--- src/rtl/bmu_iter.sv ---
// -----------------------------------------------------------------------------
// bmu_iter -- iterative bit-manipulation unit.
//
// Computes carry-less multiply (CLMUL / CLMULH / CLMULR) and population count
// (CPOP) over XLEN/BITS_PER_CYCLE RUN cycles. Each RUN cycle consumes the next
// BITS_PER_CYCLE bits of the operand held in the right-shifting slice register.
// For CPOP, op1 is loaded into that register in place of op2, so the same
// slice feeds both the multiplier and the popcount.
//
// Ports:
//   s_clk_i      in   1     clock; all state updates on its rising edge
//   s_rst_i      in   1     synchronous active-high reset
//   s_start_i    in   1     start request (accepted in IDLE or DONE, no kill)
//   s_function_i in   2     0 CLMUL, 1 CLMULH, 2 CLMULR, 3 CPOP
//   s_op1_i      in   XLEN  operand 1
//   s_op2_i      in   XLEN  operand 2 (ignored for CPOP)
//   s_kill_i     in   1     flush: abort any operation, drop a same-cycle start
//   s_busy_o     out  1     high while in RUN
//   s_valid_o    out  1     single-cycle result strobe
//   s_result_o   out  XLEN  registered result, held until the next completion
// -----------------------------------------------------------------------------
module bmu_iter #(
  parameter int XLEN           = 32,
  parameter int BITS_PER_CYCLE = 4
) (
  input  logic            s_clk_i,
  input  logic            s_rst_i,
  input  logic            s_start_i,
  input  logic [1:0]      s_function_i,
  input  logic [XLEN-1:0] s_op1_i,
  input  logic [XLEN-1:0] s_op2_i,
  input  logic            s_kill_i,
  output logic            s_busy_o,
  output logic            s_valid_o,
  output logic [XLEN-1:0] s_result_o
);

  localparam int N     = XLEN / BITS_PER_CYCLE;
  localparam int CNT_W = $clog2(N) + 1;
  localparam logic [CNT_W-1:0] LAST_CNT = CNT_W'(N - 1);

  typedef enum logic [1:0] {
    S_IDLE,
    S_RUN,
    S_DONE
  } state_e;

  typedef enum logic [1:0] {
    F_CLMUL  = 2'd0,
    F_CLMULH = 2'd1,
    F_CLMULR = 2'd2,
    F_CPOP   = 2'd3
  } func_e;

  state_e              state_q, state_d;
  func_e               func_q;
  logic [2*XLEN-1:0]   op1_sh_q;   // op1 pre-shifted to the current slice position
  logic [XLEN-1:0]     slice_sh_q; // op2 (or op1 for CPOP), consumed LSB first
  logic [2*XLEN-1:0]   acc_q, acc_next;
  logic [2*XLEN-1:0]   pop_cnt;
  logic [CNT_W-1:0]    cnt_q;
  logic [XLEN-1:0]     result_q, result_next;
  logic                valid_q;
  logic                start_ok;
  logic                last_run;

  // Start is refused while RUN is in flight and whenever kill is present.
  assign start_ok = s_start_i && !s_kill_i && (state_q != S_RUN);
  assign last_run = (state_q == S_RUN) && (cnt_q == LAST_CNT);

  // ---------------------------------------------------------------------------
  // FSM
  // ---------------------------------------------------------------------------
  // NOTE: sequential state uses non-blocking assignments so every register
  // samples the pre-edge values of its peers, independent of block order.
  always_ff @(posedge s_clk_i) begin
    if (s_rst_i) state_q <= S_IDLE;
    else         state_q <= state_d;
  end

  // NOTE: defaults are assigned first so no path leaves state_d unassigned,
  // which would otherwise infer a latch.
  always_comb begin
    state_d = state_q;
    case (state_q)
      S_IDLE:  if (start_ok) state_d = S_RUN;
      S_RUN:   if (last_run) state_d = S_DONE;
      S_DONE:  state_d = start_ok ? S_RUN : S_IDLE;
      default: state_d = S_IDLE;
    endcase
    if (s_kill_i) state_d = S_IDLE;
  end

  // ---------------------------------------------------------------------------
  // Datapath: one slice per RUN cycle
  // ---------------------------------------------------------------------------
  always_comb begin
    pop_cnt  = '0;
    acc_next = acc_q;
    for (int j = 0; j < BITS_PER_CYCLE; j++) begin
      pop_cnt = pop_cnt + {{(2*XLEN-1){1'b0}}, slice_sh_q[j]};
    end
    if (func_q == F_CPOP) begin
      acc_next = acc_q + pop_cnt;
    end else begin
      for (int j = 0; j < BITS_PER_CYCLE; j++) begin
        if (slice_sh_q[j]) acc_next = acc_next ^ (op1_sh_q << j);
      end
    end
  end

  // Result is taken from acc_next so the final slice lands in the same edge
  // that enters DONE.
  always_comb begin
    result_next = acc_next[XLEN-1:0];
    case (func_q)
      F_CLMULH: result_next = acc_next[2*XLEN-1:XLEN];
      F_CLMULR: result_next = acc_next[2*XLEN-2:XLEN-1];
      default:  result_next = acc_next[XLEN-1:0];
    endcase
  end

  always_ff @(posedge s_clk_i) begin
    if (s_rst_i) begin
      func_q     <= F_CLMUL;
      op1_sh_q   <= '0;
      slice_sh_q <= '0;
      acc_q      <= '0;
      cnt_q      <= '0;
      result_q   <= '0;
      valid_q    <= 1'b0;
    end else begin
      valid_q <= 1'b0;
      if (start_ok) begin
        func_q     <= func_e'(s_function_i);
        op1_sh_q   <= {{XLEN{1'b0}}, s_op1_i};
        slice_sh_q <= (func_e'(s_function_i) == F_CPOP) ? s_op1_i : s_op2_i;
        acc_q      <= '0;
        cnt_q      <= '0;
      end else if (state_q == S_RUN && !s_kill_i) begin
        acc_q      <= acc_next;
        op1_sh_q   <= op1_sh_q << BITS_PER_CYCLE;
        slice_sh_q <= slice_sh_q >> BITS_PER_CYCLE;
        cnt_q      <= cnt_q + CNT_W'(1);
        if (last_run) begin
          result_q <= result_next;
          valid_q  <= 1'b1;
        end
      end
    end
  end

  assign s_busy_o   = (state_q == S_RUN);
  assign s_valid_o  = valid_q;
  assign s_result_o = result_q;

endmodule

--- config.mk ---
export PLATFORM = sky130hd
export DESIGN_NAME = bmu_iter
export DESIGN_NICKNAME = d
export VERILOG_FILES = /design/src/rtl/bmu_iter.sv
export SDC_FILE = /design/constraint.sdc
export NUM_CORES = 1
export LEC_CHECK = 0
export CAP_MARGIN = 20
export CORE_ASPECT_RATIO = 0.7
export CORE_MARGIN = 8
export CORE_UTILIZATION = 30
export DETAILED_ROUTE_END_ITERATION = 10
export PLACE_DENSITY = 0.46
export SYNTH_ARGS = -nofsm -noshare
export SYNTH_HDL_FRONTEND = slang
export SYNTH_SLANG_ARGS = --single-unit
--- constraint.sdc ---
create_clock -name s_clk_i -period 7.8 [get_ports s_clk_i]
set_input_delay 1.56 -clock s_clk_i [delete_from_list [all_inputs] [get_ports s_clk_i]]
set_output_delay 1.56 -clock s_clk_i [all_outputs]
set_load 0.02 [all_outputs]
# Word level (Yosys, flattened, before mapping)
# Cells that the tools add are included.
# Widths: inputs -> output; s select.
word_totals:
  out_inout_bits: 34
  mem_bits_rw: 0
  mem_bits_ro: 0
  n_memories: 0
  register_bits: 201
  in_bits: 70
  latchBits: 0
  elab_cells: 61
op_classes:
  n_eq_ne: 10
  n_bitwise: 6
  order_cmp: 0
  n_div: 0
  addsub: 5
  muxes: 19
  n_shift: 0
  multipliers: 0
  n_reduce_logical: 12
op_table:
  columns: ["cell", "count"]
  rows:
  - ["$mux 64", 8]
  - ["$xor 64x64->64", 4]
  - ["$mux 32", 5]
  - ["$add 64x4->64", 1]
  - ["$pmux 32 s2", 1]
  - ["$eq 2x2->1 const B", 4]
  - ["$pmux 2 s3", 1]
  - ["$add 3x1->4", 1]
  - ["$add 4x1->4 const B", 1]
  - ["$eq 2x1->1 const B", 2]
  - ["$eq 4x3->1 const B", 1]
  - ["$logic_and 1x1->1", 4]
  - ["$mux 2", 2]
  - ["$ne 2x1->1 const B", 2]
  - ["$reduce_or 2->1", 2]
  - ["$add 2x1->3", 1]
  - ["$reduce_and 3->1", 1]
  - ["$reduce_or 3->1", 1]
  - ["$add 1x1->2", 1]
  - ["$logic_not 2->1", 1]
  - ["$mux 1", 2]
  - ["$ne 2x2->1 const B", 1]
  - ["$not 1->1", 2]
  - ["$reduce_and 2->1", 1]
  - ["2 further kinds", 2]

# Depth between registers and ports, before layout
logic_depth:
  depth_word: 13
  ltp_mapped: 14

# Least setup slack after synthesis
# OpenSTA, ideal clock, no wires.
synth_path:
  path_type: "register to register"
  start: "register slice_sh_q[2]"
  end: "register result_q[0] (netlist: s_result_o[0])"
  setup_time_ns: 0.117
  path_buffers: 3
  path_slack_ns: 3.959
  path_stages_with_launch: 15
  arrival_time_ns: 3.725
  synth_period_minus_slack_ns: 3.841
  required_ns: 7.683
  cell_sequence: "dfxtp_1 -> clkbuf_1 -> clkbuf_1 -> buf_1 -> inv_1 -> fa_1 -> inv_1 -> fa_1 -> nand4_1 -> or3_1 -> or4_1 -> o21ai_1 -> xor2_1 -> a221o_1 -> a22o_1"
synth_via:
  elab_chain_len: 6
  elab_cells_between_ends: 9
  cone_classes: "3 x add/sub; 5 x mux; 1 x bitwise"
synth_lines:
  columns: ["item", "line", "text"]
  rows:
  - ["from (decl)", "58", "logic [XLEN-1:0] slice_sh_q;"]
  - ["from (signal assigned)", "137", "slice_sh_q <= (func_e'(s_function_i) == F_CPOP) ? s_op1_i : s_op2_i;"]
  - ["from (signal assigned)", "143", "slice_sh_q <= slice_sh_q >> BITS_PER_CYCLE;"]
  - ["parallel branches: the longest is 4 deep, another holds $add 64x4->64", null, null]
  - ["$mux 64 *", "103", "if (func_q == F_CPOP) begin"]
  - ["$pmux 32 s2 *", "116", "case (func_q)"]
  - ["to (signal assigned)", "146", "result_q <= result_next;"]
  - ["to (decl)", "62", "logic [XLEN-1:0] result_q, result_next;"]
# Mark *: on every way between the ends. The select of a mux whose other input is x is not followed.
# A chain may end at the register's enable or synchronous reset.

# Worst setup path in the final report
layout_path:
  start: "register slice_sh_q[0]"
  end: "register result_q[31] (netlist: s_result_o[31])"
layout_via:
  elab_chain_len: 12
  elab_cells_between_ends: 16
  cone_classes: "4 x add/sub; 9 x mux; 3 x bitwise"
layout_lines:
  columns: ["item", "line"]
  rows:
  - ["parallel branches: the longest is 10 deep, another holds $add 64x4->64", null]
  - ["$mux 64 *", "103"]
  - ["$pmux 32 s2 *", "116"]
# Marked as above.

==> out/metrics.yaml <==
vias_per_cell: 5.43
netlist_top_cells_area: "dfxtp_1 (29%), nand2_1 (14%), xnor2_1 (12%)"
area.sequential_um2: 4030
drv_slew: 0
tightest_slew_ns: 0.982
critPathMaxFanout: 66
ant_nets: 0
wirelength_mm: 53.6
routed.top_layer: "met4"
drt_iter0_drc: 1463
area_growth_pct: 16.1
n_fill_cell: 4922
design_area_um2: 16200
numPortBuffers: 103
diodes: 0
fin_util: 0.350
crit_chain: "buf_4 > fa_1 > inv_1 > fa_1 > inv_1 > fa_1 > nand4_1 > or3_1 > nor3_1 > nand3_1 > and4_1 > a2111oi_0 > buf_4 > a211oi_1"
first_global_vias: 13341
drive_gt1_frac: 0.0446
crit_top_cell: "fa_1"
num_rows: 66
setup_viol: 0
pin_count: 104
maxCapViolCount: 0
gp_congestion: 0.911
power_frac_comb: 0.119
setup_tns_ns: 0
cellLeakagePower_nw: 5.17
yosys_warnings: 0
nNetsFinal: 2058
drc: 0
dpl-instance-area_um2: 15400
syn_nets: 2053
clock-sinks: 201
antenna_found_initial: 1
syn_inst: 1975
crit_path_max_incr_delay_ns: 0.62
clkPwrFrac: 0.460
clock_latency_ns: 0.56
die_w_um: 274
syn_avg_cell_area_um2: 7.05
grt.total_usage: 0.194
clkTransAtPathRegs_ns: 0.06
seq_area_frac_synth: 0.289
wl_met1_mm: 25.8
internal_power_mw: 1.84
critPathSlowestCell: "fa_1"
status: "complete, no violations"
seq_power_share: 0.421
synth-edff-count: 0
critPathTopFamily: "simple AND/OR/NAND/NOR gates"
wl_met2_mm: 23.2
p_total_mw: 2.58
min_period_ns: 4.61
dr.pass1.iters: 5
arrival_ns: 5.02
cp-start-kind: "flip-flop"
hp-class: "reg -> reg"
grt_pass1_wl_mm: 82.8
cts_made_buffers: 25
ys_ff_latch: 201
crit_type: "reg -> reg"
root_buffer: "clkbuf_16"
power.density_nw_per_um2: 159
grt.overflow.total: 0
irDropWorstVdd_mv: 0.123
hold_viol: 0
max_slew_margin: 0.337
cts_hold_buffers: 0
start_util: 0.302
endpoint_kind: "flip-flop"
cts-htree-levels: 1
wl_met3_mm: 3.69
finalClockSkew_ns: 0.0271
critical_path_buf_inv_count: 4
max_freq_mhz: 217
die_area_um2: 53700
synth_top_area_frac: 0.289
chipHeight_um: 196
synth_top_area_cell: "dfxtp_1"
p_switching_uw: 737
cts_buffer_depth: 3
post-cts-setup-buffer-count: 0
period_share: 0.591
multi_input_area_um2: 9280
synth_flop_cell: "dfxtp_1"
cts_resized: 0
worstPathRequired_ns: 8.21
whs_ns: 0.462
yosys.cell_types.count: 66
synth-async-reset-ratio: 0
cts_tree: "done"
dp_hpwl_mm: 37.8
vias: 14143
grt_max_degree: 97
core_um2: 46200
netlist_area_um2: 13900
rsz0062_at_grt: "no"
switching_share: 0.286
wl_per_cell_um: 20.6
[stage by stage]
step | cells | setup slack [ns]
floorplan | 1975 | 3.96
global placement | 2565 | 3.26
detailed placement | 2565 | 3.26
CTS | 2606 | 3.24
global route | 2606 | 2.92
finish | 2606 | 3.19
[flip-flops by register name, summed over array words and instances (netlist names)]
register    flops
acc_q          64
cnt_q           4
func_q          2
op1_sh_q       64
s_result_o     32
s_valid_o       1
slice_sh_q     32
state_q         2
[worst paths after layout]
check | from | endpoint | slack [ns] | cells after the start
setup / recovery | slice_sh_q[0] | s_result_o[31] | 3.19 | 14
hold / removal | op1_sh_q[63] | op1_sh_q[63] | 0.46 | 2
setup reg to reg | slice_sh_q[0] | s_result_o[31] | 3.19 | 14
hold reg to reg | op1_sh_q[63] | op1_sh_q[63] | 0.46 | 2
[layout make-up]
type	count	area share
Clock buffer	35	0.0447
Clock inverter	6	0.00434
Inverter	19	0.00441
Multi-Input combinational cell	1603	0.574
Sequential cell	201	0.249
Tap cell	612	0.0474
Timing Repair Buffer	130	0.0760
[per-layer routing]
metal	global-route usage	vias to the layer above
li1	-	6781
met1	0.288	6833
met2	0.292	468
met3	0.0330	61
met4	0.0325	0
met5	0	-
[worst register-to-register path: stages, from the launching register on]
cell       delay, ns
dfxtp_2         0.31
buf_4           0.33
fa_1            0.63
inv_1           0.05
fa_1            0.39
inv_1           0.08
fa_1            0.24
nand4_1         0.23
or3_1           0.48
nor3_1          0.55
nand3_1         0.27
and4_1          0.28
a2111oi_0       0.38
buf_4           0.18
a211oi_1        0.06
[power by group through the flow]
stage / clock network (mW) / registers (mW) / logic, mW
after floorplan: 0 / 1.09 / 0.195
after CTS: 1.21 / 1.09 / 0.308
after global routing: 1.26 / 1.09 / 0.335
after global placement: 0 / 1.11 / 0.307
after detailed placement: 0 / 1.11 / 0.307
final: 1.18 / 1.09 / 0.307
[cells in the mapped netlist (5+ instances only)]
cell and number:
and3_1 15, o22ai_1 23, ha_1 5, a311oi_1 60, and4_1 16, nand3_1 67, nand2b_1 11, a21o_1 5
a21oi_1 126, or3_1 29, nor2_1 190, and2_1 11, buf_2 6, xnor3_1 7, dfxtp_1 201, buf_1 21
nor4_1 9, o211ai_1 8, nand4_1 27, a311o_1 5, nand2_1 507, o21ai_0 73, xor2_1 66, a221oi_1 7
a211oi_1 23, a211o_1 5, xnor2_1 189, nor3_1 21, a22o_1 7, mux2i_1 9, clkbuf_1 121, a31oi_1 17
nor2b_1 6, or2_2 5, inv_1 18
[layout by cell type (no fill, tap or decap), types with 6 or more instances in the layout]
cell type,synthesis,routed
o21ai_0,73,73
inv_1,18,18
xnor3_1,7,7
nand2_1,507,507
nand4_1,27,27
a211oi_1,23,23
a22o_1,7,7
o211ai_1,8,8
a21oi_1,126,126
a31oi_1,17,17
mux2i_1,9,9
and2_1,11,11
xnor2_1,189,189
nand3_1,67,67
clkbuf_16,0,25
xor2_1,66,66
dfxtp_1,201,197
nor2_1,190,190
o22ai_1,23,23
and4_1,16,16
nand2b_1,11,10
nor3_1,21,21
a221oi_1,7,7
clkdlybuf4s50_1,0,102
buf_4,4,27
clkbuf_8,0,6
nor4_1,9,9
a311oi_1,60,60
or3_1,29,29
and3_1,15,15
[kinds of logic (layout without fill, tap and decap cells)]
family                   Yosys count  in the layout  share of synthesized area
buffers and inverters            171            190                     0.0477
multiplexers                      13             13                    0.00970
XOR/XNOR                         262            262                      0.172
AO/OA/AOI/OAI                    391            391                      0.182
AND/OR/NAND/NOR                  929            929                      0.291
adder cells (fa/ha/maj)            8              8                    0.00881
flip-flops                       201            201                      0.289
Note: power is estimated with default switching activity, not from simulation.
